`config.mk`:
```
export PLATFORM = sky130hd
export DESIGN_NAME = apb_addr_decoder
export DESIGN_NICKNAME = d
export VERILOG_FILES = /design/src/rtl/apb_master_interface_pkg.sv /design/src/rtl/apb_master_interface_decoder.sv
export SDC_FILE = /design/constraint.sdc
export NUM_CORES = 1
export LEC_CHECK = 0
export CAP_MARGIN = 40
export CORE_MARGIN = 1.5
export CORE_UTILIZATION = 21
export DETAILED_ROUTE_END_ITERATION = 12
export PLACE_DENSITY = 0.87
export REMOVE_ABC_BUFFERS = 1
export SYNTH_ARGS = -nofsm -noshare
export SYNTH_HDL_FRONTEND = slang
export SYNTH_SLANG_ARGS = --single-unit
```
`constraint.sdc`:
```
create_clock -name vclk -period 1.6
set_clock_uncertainty 0.2 [all_clocks]
set_input_delay 0.24 -clock vclk [all_inputs]
set_output_delay 0.24 -clock vclk [all_outputs]
set_load 0.005 [all_outputs]
```
`src/rtl/apb_master_interface_pkg.sv`:
```
// Shared types and address map for the APB master bridge.
// The address map decodes the 4 KiB page number held in addr[31:12].
package apb_pkg;

    typedef enum logic [1:0] {
        IDLE,
        SETUP,
        ACCESS
    } apb_state_e;

    typedef enum logic [2:0] {
        SLV_RAM,
        SLV_GPO,
        SLV_GPI,
        SLV_GPIO,
        SLV_NONE
    } slv_e;

    localparam logic [19:0] RAM_BASE  = 20'h10000;
    localparam logic [19:0] GPO_BASE  = 20'h10001;
    localparam logic [19:0] GPI_BASE  = 20'h10002;
    localparam logic [19:0] GPIO_BASE = 20'h10003;

    function automatic slv_e addr_decode(input logic [19:0] page);
        slv_e s;
        case (page)
            RAM_BASE:  s = SLV_RAM;
            GPO_BASE:  s = SLV_GPO;
            GPI_BASE:  s = SLV_GPI;
            GPIO_BASE: s = SLV_GPIO;
            default:   s = SLV_NONE;
        endcase
        return s;
    endfunction

endpackage

```
`src/rtl/apb_master_interface_decoder.sv`:
```
// Page decode to one-hot select and slave index, plus PREADY/PRDATA return mux.
// Only the selected slave's signals reach the outputs, so X on idle slaves is blocked.
module apb_addr_decoder
    import apb_pkg::*;
(
    input  logic [19:0] page_i,
    input  logic [31:0] prdata_ram_i,
    input  logic [31:0] prdata_gpo_i,
    input  logic [31:0] prdata_gpi_i,
    input  logic [31:0] prdata_gpio_i,
    input  logic        pready_ram_i,
    input  logic        pready_gpo_i,
    input  logic        pready_gpi_i,
    input  logic        pready_gpio_i,
    output logic [3:0]  sel_o,
    output slv_e        slv_o,
    output logic        ready_o,
    output logic [31:0] rdata_o
);

    always_comb begin
        slv_o   = addr_decode(page_i);
        sel_o   = '0;
        ready_o = 1'b0;
        rdata_o = '0;
        case (slv_o)
            SLV_RAM:  begin sel_o[0] = 1'b1; ready_o = pready_ram_i;  rdata_o = prdata_ram_i;  end
            SLV_GPO:  begin sel_o[1] = 1'b1; ready_o = pready_gpo_i;  rdata_o = prdata_gpo_i;  end
            SLV_GPI:  begin sel_o[2] = 1'b1; ready_o = pready_gpi_i;  rdata_o = prdata_gpi_i;  end
            SLV_GPIO: begin sel_o[3] = 1'b1; ready_o = pready_gpio_i; rdata_o = prdata_gpio_i; end
            default:  ;
        endcase
    end

endmodule

```
==> reports/metrics.yaml, run 1 <==
multi_input_area_sq_um: 1408
antennaDiodeCount: 0
p_int_uw: 496.5
wl_met3_um: 638
hp-class: "in -> out"
nNetsFinal: 455
synth_cells: 98
tightest_slew_ns: 0.2192
grt_pass1_wl_mm: 11.43
setup_viol: 40
cap_violations: 0
synth_compound_area_frac: 0
switching_power_uw: 152.5
ys_seq_area_frac: 0
drt.antenna.violating_nets: 0
viasPerCell: 5.166
grt_pass1_vias: 2132
synthXorXnorAreaFrac: 0
io_buffers: 192
peakVddDrop_mv: 0.1276
synth.most_common_cell: "nor3b_1"
start_util: 0.2211
die_w_um: 79.84
routed_wl_mm: 8.060
met1_length_mm: 2.824
synth_top_family_by_area: "multiplexers"
criticalPathCategory: "in -> out"
fp-row-count: 27
setup_ws_ns: -0.2762
switching_share: 0.2350
grt_usage: 0.2398
fin_crit_sh: 1.173
finalPower_uw: 649.0
fin_cells: 373
seq_cells: 0
yosysTopAreaCell: "mux4_2"
slew_viol_final: 0
n_clock_buffer: 0
worstSetupStartpoint: "pready_gpo_i"
p_clk_frac: 0
gp_congestion: 0.7568
fp.dieH_um: 79.84
place_inst: 353
grt_max_degree: 19
wl_met2_mm: 4.480
routedWlPerCell_um: 21.61
register_area_sq_um: 0
fin_crit_ns: 1.876
dp_hpwl_mm: 4.958
p_seq_frac: 0
io_pins: 192
syn_area_per_cell_sq_um: 12.65
drc: 0
setup.worst_path.end: "ready_o"
synthAdderAreaFrac: 0
n_fill_cell: 462
power.share.combinational: 1.000
critPathArrivalTime_ns: 1.44
holdWs_ns: 0.7378
rsz0062_at_grt: "true"
yosysTopAreaCellShare: 0.4904
outcome: "finished, violations left"
gr-total-overflow: 0
startpoint_type: "primary input"
powerDensity_nw_per_um2: 171.2
muxShareOfSynthArea: 0.6176
die_area_sq_um: 6374
synthTopCellsByArea: "mux4_2 49%, nor3b_1 18%, mux4_1 13%, nor4_1 3.5%, buf_12 3.2%"
dr.pass1.iters: 4
critical_path.endpoint_type: "primary output"
path_max_fanout: 1
total_leakage_power_nw: 1.595
max_freq_mhz: 533.0
vias: 1927
antenna_found_initial: 0
required_ns: 1.16
yosys_warnings: 0
worst_slew_margin_rel: 0.8528
failed_checks: "setup timing"
place_area_sq_um: 3251
top_layer: "met4"
drive_gt1_frac: 0.5249
fin_area_sq_um: 3791
synth.distinct_cells: 16
detail_route.iter0.violations: 24
holdBufCountCts: 0
syn_area_sq_um: 1240
area_growth_pct: 205.8
hold_viol: 0
core_sq_um: 5608
synth_commonest_cells: "30 x nor3b_1, 27 x mux4_2, 7 x buf_2, 7 x nor4_1, 6 x mux4_1"
yosys.area_share.simple: 0.2825
cell families (layout without fill, tap and decap cells):
family | count (synthesis) | after routing
buf+inv | 18 | 221
mux | 33 | 33
simple gates | 47 | 47
area by class of cell:
class | instances | area share
Timing Repair Buffer | 219 | 0.6030
Inverter | 2 | 0.001980
Tap cell | 72 | 0.02376
Multi-Input combinational cell | 80 | 0.3713
power by group through the flow:
| stage | clock network (mW) | registers, mW | logic [mW] |
|---|---|---|---|
| 4_1_cts | 0 | 0 | 0.631 |
| 6_report | 0 | 0 | 0.649 |
| 3_3_place_gp | 0 | 0 | 0.596 |
| 5_1_grt | 0 | 0 | 0.686 |
| 2_1_floorplan | 0 | 0 | 0.169 |
| 3_5_place_dp | 0 | 0 | 0.607 |
placed cells by master (no fill, tap or decap), drive strengths merged:
cell type / synthesis / routed
clkdlybuf4s15: 0 / 5
nor3b: 33 / 33
inv: 2 / 2
dlymetal6s2s: 0 / 3
clkbuf: 5 / 2
buf: 11 / 78
nor2: 1 / 1
nand3: 1 / 1
nor3: 2 / 2
nand2: 1 / 1
clkdlybuf4s50: 0 / 92
or2: 1 / 1
mux4: 33 / 33
nor4: 7 / 7
nor4b: 1 / 1
dlygate4sd2: 0 / 39
stage by stage:
| stage | TNS, ns | utilization | setup WS [ns] |
|---|---|---|---|
| finish | -9.120 | 0.6760 | -0.2762 |
| global route | -11.46 | 0.6760 | -0.3588 |
| floorplan | -22.54 | - | -0.6469 |
| CTS | -9.911 | 0.6548 | -0.3115 |
| global placement | -35.40 | 0.5797 | -0.9361 |
| detailed placement | -36.88 | 0.5797 | -0.9934 |
worst min path at each step:
stage	start	to	cells past startpoint	slack (ns)
after CTS	page_i[0]	sel_o[2]	4	0.73
final	page_i[0]	sel_o[0]	4	0.74
after global routing	page_i[0]	sel_o[2]	4	0.76
after detailed placement	page_i[0]	sel_o[0]	4	1.19
after floorplan	page_i[1]	sel_o[0]	1	0.32
after global placement	page_i[0]	sel_o[0]	4	1.18
routing by layer:
layer	vias to the layer above	GRT usage
met4	0	0.03276
met3	10	0.04229
met1	951	0.2623
met5	-	0
met2	123	0.4831
li1	843	-
worst max-delay path, stage by stage:
cell             delay, ns
clkdlybuf4s50_1       0.40
mux4_1                0.50
nor3b_2               0.17
buf_2                 0.13
what timing repair did:
action | CTS | global route
pin swaps | 23 | 20
setup buffers | 6 | 1
setup endpoints to repair | 40 | 40
gates resized for setup | 325 | 22
gates cloned | 14 | 2
(Power assumes the default switching activity.)
==> inputs of run 2 (changes only) <==
--- a/config.mk
+++ b/config.mk
@@ -9,7 +9,7 @@
 export CORE_MARGIN = 1.5
 export CORE_UTILIZATION = 21
 export DETAILED_ROUTE_END_ITERATION = 12
-export PLACE_DENSITY = 0.87
+export PLACE_DENSITY = 0.78
 export REMOVE_ABC_BUFFERS = 1
 export SYNTH_ARGS = -nofsm -noshare
 export SYNTH_HDL_FRONTEND = slang
==> reports/metrics.yaml, run 2 (synthesized netlist as in run 1, its figures left out) <==
tightest_slew_ns: 0.2776  # +0.05841 ns
fin_crit_ns: 1.942  # +0.06555 ns
nNetsFinal: 467  # +2.6%
io_buffers: 192  # unchanged
gr-total-overflow: 0  # unchanged
startpoint_type: "primary input"
fp-row-count: 27  # unchanged
critPathArrivalTime_ns: 1.50  # +0.06 ns
cpMostUsedCell: "buf_6"
area_growth_pct: 212.7
worst_slew_margin_rel: 0.8150  # -0.03784
place_inst: 353  # unchanged
drt.antenna.violating_nets: 0  # unchanged
peakVddDrop_mv: 0.1027  # -19%
setup_ws_ns: -0.3417  # -0.06555 ns
routedWlPerCell_um: 19.74  # -8.7%
failed_checks: "setup timing"
fin_crit_sh: 1.214  # +0.04097
vias: 1920  # -0.36%
min_from: "page_i[0]"
drive_gt1_frac: 0.5367  # +0.01182
fin_util: 0.6914  # +0.01540
max_freq_mhz: 515.0  # -3.4%
fin_tns_setup_ns: -10.81  # -1.685 ns
io_pins: 192  # unchanged
layout_commonest_cell: "clkdlybuf4s50_1"
slowest_delay_ns: 0.27  # -0.23 ns
critical_path.endpoint_type: "primary output"
grt_max_degree: 21  # +2
cap_violations: 0  # unchanged
slew_viol_final: 0  # unchanged
register_area_sq_um: 0  # unchanged
n_clock_buffer: 0  # unchanged
outcome: "finished, violations left"
die_area_sq_um: 6374  # unchanged
detail_route.iter0.violations: 25  # +4.2%
fin_cells: 385  # +3.2%
path_max_fanout: 5  # +4
grt_pass1_wl_mm: 10.85  # -5.1%
cp_slowest_cell: "nor4b_4"
dp_hpwl_mm: 4.775  # -3.7%
wl_met3_um: 623  # -2.4%
routed_wl_mm: 7.599  # -5.7%
antenna_found_initial: 0  # unchanged
layout_common_cells: "116 x clkdlybuf4s50_1, 46 x buf_2, 32 x nor3b_2, 29 x mux4_2, 15 x buf_6"
die_w_um: 79.84  # unchanged
wl_met2_mm: 4.274  # -4.6%
total_leakage_power_nw: 1.589  # -0.42%
core_sq_um: 5608  # unchanged
fp.dieH_um: 79.84  # unchanged
grt_usage: 0.2247  # -0.01502
top_layer: "met4"
setup_viol: 40  # unchanged
viasPerCell: 4.987  # -3.5%
crit_chain: "buf_6, nor4b_4, nand3_2, buf_6, buf_6, buf_12, nor3b_2, buf_2"
worstSetupStartpoint: "page_i[17]"
dr.pass1.iters: 3  # -1
drc: 0  # unchanged
seq_cells: 0  # unchanged
hp-class: "in -> out"
criticalPathCategory: "in -> out"
start_util: 0.2211  # unchanged
gp_congestion: 0.7135  # -5.7%
required_ns: 1.16  # about the same
finalPower_uw: 676.7  # +4.3%
met1_length_mm: 2.656  # -5.9%
grt_pass1_vias: 2131  # -0.047%
rsz0062_at_grt: "true"
hold_viol: 0  # unchanged
antennaDiodeCount: 0  # unchanged
powerDensity_nw_per_um2: 174.5  # +1.9%
holdBufCountCts: 0  # unchanged
==> run 2: what timing repair did <==
item,CTS,global route
resized for setup,304,21
endpoints found under the setup margin,40,40
pin swaps,31,17
gates cloned,13,0
setup buffers,19,1
==> run 2: final timing paths <==
| path | endpoint | slack [ns] | cells past startpoint |
|---|---|---|---|
| worst max-delay path | rdata_o[31] | -0.34 | 8 |
| worst min-delay path | sel_o[2] | 0.71 | 4 |
==> run 2: area by class of cell <==
class | count | area, sq um
fillers | 433 | 1730
well taps | 72 | 90.09
inverters | 2 | 7.507
multi-input cells | 80 | 1403
repair buffers | 231 | 2377
==> run 2: power by group <==
| group | total, mW | internal, mW | switching [mW] |
|---|---|---|---|
| clock network | 0 | 0 | 0 |
| registers | 0 | 0 | 0 |
| logic | 0.677 | 0.525 | 0.151 |
| total | 0.677 | 0.525 | 0.151 |
==> run 2: worst max-delay path, delay by kind of cell <==
family,cells,cell delay [ns]
buffers and inverters,5,0.66
AND/OR/NAND/NOR,3,0.60
==> run 2: through the flow <==
stage | setup slack (ns) | hold WS (ns) | cell area [sq um]
after global routing | -0.4060 | 0.7271 | 3877
after floorplan | -0.6469 | 0.3153 | 1124
after detailed placement | -1.047 | 1.162 | 3238
final | -0.3417 | 0.7059 | 3877
after global placement | -0.9443 | 1.146 | 3238
after CTS | -0.3721 | 0.7121 | 3786
==> run 2: routing by layer <==
| metal | track usage | up-vias |
|---|---|---|
| met5 | 0 | - |
| met4 | 0.01897 | 0 |
| met3 | 0.04114 | 4 |
| met2 | 0.4525 | 115 |
| met1 | 0.2500 | 930 |
| li1 | - | 871 |
